<file path="src/rtl/imem_loader.sv">
// imem_loader: assembles a length-prefixed little-endian byte stream into 16-bit
// words, writes them to instruction memory from address 0, then enables fetch.
module imem_loader #(
    parameter int ADDR_W = 8
) (
    input  logic              clk,
    input  logic              reset,
    input  logic              start,
    input  logic              in_valid,
    input  logic [7:0]        in_data,
    output logic              in_ready,
    output logic              mem_we,
    output logic [ADDR_W-1:0] mem_addr,
    output logic [15:0]       mem_wdata,
    output logic [15:0]       word_cnt,
    output logic              ifu_en,
    output logic              done,
    output logic              err
);
    localparam logic [31:0] DEPTH   = 32'd1 << ADDR_W;
    localparam logic [2:0]  IDLE    = 3'd0;
    localparam logic [2:0]  LEN_LO  = 3'd1;
    localparam logic [2:0]  LEN_HI  = 3'd2;
    localparam logic [2:0]  DATA_LO = 3'd3;
    localparam logic [2:0]  DATA_HI = 3'd4;
    localparam logic [2:0]  DRAIN   = 3'd5;
    localparam logic [2:0]  DONE    = 3'd6;
    localparam logic [2:0]  ERR     = 3'd7;

    logic [2:0]        state_q, state_d;
    logic [15:0]       len_q, len_d;
    logic [7:0]        lo_q, lo_d;
    logic              we_q, we_d;
    logic [ADDR_W-1:0] addr_q, addr_d;
    logic [15:0]       wdata_q, wdata_d;
    logic [15:0]       cnt_q, cnt_d;
    logic              acc;
    logic [15:0]       len_full;

    assign in_ready  = (state_q == LEN_LO) || (state_q == LEN_HI) ||
                       (state_q == DATA_LO) || (state_q == DATA_HI);
    assign acc       = in_valid & in_ready;
    assign len_full  = {in_data, len_q[7:0]};
    assign mem_we    = we_q;
    assign mem_addr  = addr_q;
    assign mem_wdata = wdata_q;
    assign word_cnt  = cnt_q;
    assign ifu_en    = state_q == DONE;
    assign done      = state_q == DONE;
    assign err       = state_q == ERR;

    always_comb begin
        state_d = state_q;
        len_d   = len_q;
        lo_d    = lo_q;
        we_d    = 1'b0;
        addr_d  = addr_q;
        wdata_d = wdata_q;
        cnt_d   = cnt_q;
        case (state_q)
            IDLE, DONE, ERR: state_d = start ? LEN_LO : state_q;
            LEN_LO: if (acc) begin
                len_d   = {8'h00, in_data};
                state_d = LEN_HI;
            end
            LEN_HI: if (acc) begin
                len_d   = len_full;
                cnt_d   = 16'd0;
                state_d = (len_full == 16'd0) ? DONE :
                          (32'(len_full) > DEPTH) ? ERR : DATA_LO;
            end
            DATA_LO: if (acc) begin
                lo_d    = in_data;
                state_d = DATA_HI;
            end
            DATA_HI: if (acc) begin
                we_d    = 1'b1;
                addr_d  = cnt_q[ADDR_W-1:0];
                wdata_d = {in_data, lo_q};
                cnt_d   = cnt_q + 16'd1;
                state_d = (cnt_q + 16'd1 == len_q) ? DRAIN : DATA_LO;
            end
            DRAIN: state_d = DONE;
        endcase
    end

    always_ff @(posedge clk or posedge reset) begin
        if (reset) begin
            state_q <= IDLE;
            len_q   <= '0;
            lo_q    <= '0;
            we_q    <= 1'b0;
            addr_q  <= '0;
            wdata_q <= '0;
            cnt_q   <= '0;
        end else begin
            state_q <= state_d;
            len_q   <= len_d;
            lo_q    <= lo_d;
            we_q    <= we_d;
            addr_q  <= addr_d;
            wdata_q <= wdata_d;
            cnt_q   <= cnt_d;
        end
    end
endmodule

</file>
<file path="config.mk">
export PLATFORM = sky130hd
export DESIGN_NAME = imem_loader
export DESIGN_NICKNAME = d
export VERILOG_FILES = /design/src/rtl/imem_loader.sv
export SDC_FILE = /design/constraint.sdc
export NUM_CORES = 1
export LEC_CHECK = 0
export CAP_MARGIN = 20
export CORE_ASPECT_RATIO = 0.6
export CORE_MARGIN = 2
export CORE_UTILIZATION = 33
export DETAILED_ROUTE_END_ITERATION = 10
export HOLD_SLACK_MARGIN = 0.1
export PLACE_DENSITY_LB_ADDON = 0.3
export SLEW_MARGIN = 10
export SYNTH_ARGS = -nofsm -noshare
export SYNTH_HDL_FRONTEND = slang
export SYNTH_SLANG_ARGS = --single-unit
</file>
<file path="constraint.sdc">
create_clock -name clk -period 3.2 [get_ports clk]
set_input_delay 0.64 -clock clk [delete_from_list [all_inputs] [get_ports clk]]
set_output_delay 0.64 -clock clk [all_outputs]
set_load 0.02 [all_outputs]
</file>
==> impl_metrics.csv <==
group,metric,value,unit
timing,worst_slack,0.370,ns
timing,slew_headroom,57.5,%
global_routing,antenna_found_initial,0,
synthesis,dominant_synthesized_flop_cell,"sky130_fd_sc_hd__dfrtp_1",
global_routing,grt_most_used_layer,"met1",
timing,hold_violations,0,
place,placedInstanceArea,0.00417,mm^2
synthesis,avgSynthCellArea,9.27,um^2
routing,drt-wirelength-per-cell,15.8,um
setup_path,timing.critical_path.max_delay_family,"simple AND/OR/NAND/NOR gates",
routing,drcViolationCount,0,
setup_path,buf_inv_on_cp,1,
place,dpl_worst_slack,0.414,ns
routing,detail_route.wirelength,9000,um
timing,rsz_0062_raised_after_global_routing,"false",
timing,timing.hold.ws,0.467,ns
synthesis,synth_area_leaders,"sky130_fd_sc_hd__dfrtp_1 (49%), sky130_fd_sc_hd__nand2_1 (11%), sky130_fd_sc_hd__mux2_2 (4.8%)",
clock_tree,clkSlewWorstSetupHoldPaths,0.05,ns
routing,vias,2979,
clock_tree,cts_sinks,68,
timing,timing.final.crit_share,88.4,%
finish,share_of_post_route_cells_with_drive_strength_above_1,10.0,%
timing,setup_viol,0,
global_routing,global_route_wire_length_before_repair,15200,um
synthesis,library_cells_used_by_synthesis,49,
pwr,power_leakage,1.94,nW
synthesis,synthesis.yosys.warnings,0,
synthesis,synthMostInstantiatedCell,"sky130_fd_sc_hd__nand2_1",
floorplan,fp.dieArea,0.0115,mm^2
timing,slew_viol_final,0,
pwr,power-per-cell-area,857,mW/mm^2
synthesis,fraction_of_synthesized_cell_area_in_xor_and_xnor_cells,6.89,%
floorplan,die_width,137,um
finish,final_cell_area,0.00447,mm^2
synthesis,synthMuxAreaShare,4.82,%
finish,final_layout_net_count,438,
setup_path,timing.critical_path.slowest_stage_cell,"sky130_fd_sc_hd__or4_1",
timing,clock_skew_after_layout,0.00415,ns
routing,route.detailed.vias_per_inst,5.24,
floorplan,design.core.area,0.0105,mm^2
synthesis,synth.yosys.seq_area_share,48.6,%
clock_tree,h_tree_depth,3,
clock_tree,tritoncts,"yes",
global_routing,gr-usage-met2,23.6,%
synthesis,synth-seq-cells,68,
synthesis,synth_compound_gate_area_share,14.3,%
global_routing,grt_util_met3,4.43,%
routing,first_pass_iters,5,
global_routing,global_route.usage.total,17.2,%
job,drv.max_cap_violation_count,0,
synthesis,asyncSetResetFlopFracSynth,100,%
synthesis,yosys.area.top_type_share,48.6,%
global_routing,vias_in_the_first_global_route,2917,
synthesis,yosys.area_share.simple,21.0,%
clock_tree,cts_setup_buffers,0,
global_routing,grt_start_max_net_pins,45,
clock_tree,numCtsBuffers,9,
setup_path,worst_ep_required_time,3.41,ns
routing,detail-route-antenna-nets,0,
synthesis,yosys.area.top_type,"sky130_fd_sc_hd__dfrtp_1",
clock_tree,worst_skew_pair_latency,0.33,ns
finish,fill_cells,1015,
timing,max_freq,0.353,GHz
synthesis,synth_fa_ha_area_share,0.357,%
setup_path,critPathLaunchType,"flop",
global_routing,grt_overflow,0,
timing,timing_worst_slew_pin_value,0.636,ns
setup_path,cp.arrival,3.04,ns
pwr,max_rail_drop_vdd,0.430,mV
synthesis,syn_area,0.00350,mm^2
pwr,design_power_total,0.00383,W
synthesis,synth_edf_count,0,
finish,area_growth,27.6,%
setup_path,crit_type,"reg2reg",
setup_path,endpoint_kind,"flop",
clock_tree,post_cts_resize_count,0,
clock_tree,clock-root-buffer,"sky130_fd_sc_hd__clkbuf_16",
global_routing,globalRouteMet1Util,26.4,%
floorplan,initial_utilization,33.5,%
synthesis,synth_nets,391,
hold_path,hp-class,"reg2reg",
routing,detail_route.iter0.violations,310,
floorplan,io_pins,57,
setup_path,cp_slowest_stage_delay,0.62,ns
floorplan,dieHeight,83.8,um
place,post-dp-hpwl,6390,um
setup_path,worst-path-max-fanout,10,
setup_path,timing.critical_path.cells,"ha_1 -> inv_1 -> or4_1 -> xnor2_1 -> nor4_2 -> nand4_1 -> o31a_1",
timing,min_period,2.83,ns
place,portBuffers,56,
synthesis,synth_top_family_by_area,"simple AND/OR/NAND/NOR gates",
floorplan,core.rowCount,29,
synthesis,synth.cells.most_frequent,"sky130_fd_sc_hd__nand2_1 (101), sky130_fd_sc_hd__dfrtp_1 (68), sky130_fd_sc_hd__o21ai_0 (31), sky130_fd_sc_hd__clkbuf_1 (18), sky130_fd_sc_hd__xnor2_1 (17)",
finish,antenna_cells_inserted,0,
synthesis,synthCells,378,
clock_tree,cts_hold_repair.buffers,0,
place,gp_routability_congestion,0.944,
status,result_of_the_run,"finished, final reports clean",
clock_tree,cts_max_path_buffers,2,
timing,setup-tns-final,0,ns
sequential cells by signal (all words and copies together) (netlist names):
signal and cells:
len_q 16, lo_q 8, mem_addr 8, mem_wdata 16, mem_we 1, state_q 3
word_cnt 16
placed cells by master, fill, tap and decap left out, types with 2 or more instances in the layout:
cell                              netlist  final
sky130_fd_sc_hd__a21boi_0               2      2
sky130_fd_sc_hd__a21oi_1                9      9
sky130_fd_sc_hd__a22oi_1                9      9
sky130_fd_sc_hd__a311oi_1               2      2
sky130_fd_sc_hd__a41oi_1                2      2
sky130_fd_sc_hd__and2_1                 3      3
sky130_fd_sc_hd__and3_1                 3      3
sky130_fd_sc_hd__buf_4                  3      6
sky130_fd_sc_hd__clkbuf_1              18      2
sky130_fd_sc_hd__clkbuf_16              0      9
sky130_fd_sc_hd__clkbuf_8               0      5
sky130_fd_sc_hd__clkdlybuf4s50_1        0     56
sky130_fd_sc_hd__dfrtp_1               68     68
sky130_fd_sc_hd__inv_1                  7      6
sky130_fd_sc_hd__mux2_2                15     15
sky130_fd_sc_hd__nand2_1              101    101
sky130_fd_sc_hd__nand2b_1               2      2
sky130_fd_sc_hd__nand3_1                8      8
sky130_fd_sc_hd__nand4_1                3      3
sky130_fd_sc_hd__nor2_1                14     14
sky130_fd_sc_hd__nor2b_1                3      3
sky130_fd_sc_hd__nor3_1                 5      5
sky130_fd_sc_hd__nor4_1                 4      4
sky130_fd_sc_hd__o21ai_0               31     31
sky130_fd_sc_hd__o221ai_1               2      2
sky130_fd_sc_hd__o22ai_1                2      2
sky130_fd_sc_hd__o31ai_1                6      6
sky130_fd_sc_hd__o41ai_1                5      5
sky130_fd_sc_hd__xnor2_1               17     17
sky130_fd_sc_hd__xor2_1                 8      8
area by class of cell:
class / instances / area (um^2) / area share, %
inverters: 7 / 26.3 / 0.588
multi-input cells: 277 / 1660 / 37.1
repair buffers: 62 / 606 / 13.5
flip-flops and latches: 68 / 1700 / 38.1
well taps: 139 / 174 / 3.89
clock buffers: 16 / 302 / 6.75
layer usage:
| metal | vias to the layer above | share of wire (%) |
|---|---|---|
| li1 | 1406 | - |
| met1 | 1447 | 50 |
| met2 | 116 | 42 |
| met3 | 10 | 7.3 |
| met4 | 0 | 0.97 |
| met5 | - | 0 |
power by group:
group	switching, W	leakage [nW]	internal (W)
logic	0.000718	0.913	0.000675
registers	0.000312	0.876	0.00115
clock network	0.000343	0.149	0.000631
total	0.00137	1.94	0.00246
path summary, 6_finish.rpt:
kind                                         start                   endpoint  slack (ns)  cells after the start
setup / recovery           word_cnt[0]$_DFFE_PP0P_     state_q[1]$_DFFE_PP0P_        0.37                      7
hold / removal                 lo_q[7]$_DFFE_PP0P_   mem_wdata[7]$_DFFE_PP0P_        0.47                      2
setup reg to reg           word_cnt[0]$_DFFE_PP0P_     state_q[1]$_DFFE_PP0P_        0.37                      7
hold reg to reg                lo_q[7]$_DFFE_PP0P_   mem_wdata[7]$_DFFE_PP0P_        0.47                      2
max in group asynchronous                    reset        lo_q[4]$_DFFE_PP0P_        1.88                      3
min in group asynchronous                    reset  mem_wdata[11]$_DFFE_PP0P_        0.69                      2
through the flow:
stage,util [%],std cells
global placement,39.9,553
CTS,42.8,569
global route,42.8,569
detailed placement,39.9,553
finish,42.8,569
floorplan,-,378
worst register-to-register path, cell delays in order (launching register included):
cell	delay, ns
sky130_fd_sc_hd__dfrtp_1	0.56
sky130_fd_sc_hd__ha_1	0.39
sky130_fd_sc_hd__inv_1	0.18
sky130_fd_sc_hd__or4_1	0.62
sky130_fd_sc_hd__xnor2_1	0.20
sky130_fd_sc_hd__nor4_2	0.27
sky130_fd_sc_hd__nand4_1	0.22
sky130_fd_sc_hd__o31a_1	0.28
cell families (layout without fill, tap and decap cells):
family                   after synthesis  after routing
AND/OR/NAND/NOR                      157            157
buffers and inverters                 33             85
multiplexers                          15             15
adder cells (fa/ha/maj)                1              1
flip-flops                            68             68
AO/OA/AOI/OAI                         78             78
XOR/XNOR                              26             26
No activity file was read; power rests on OpenSTA's default activity.
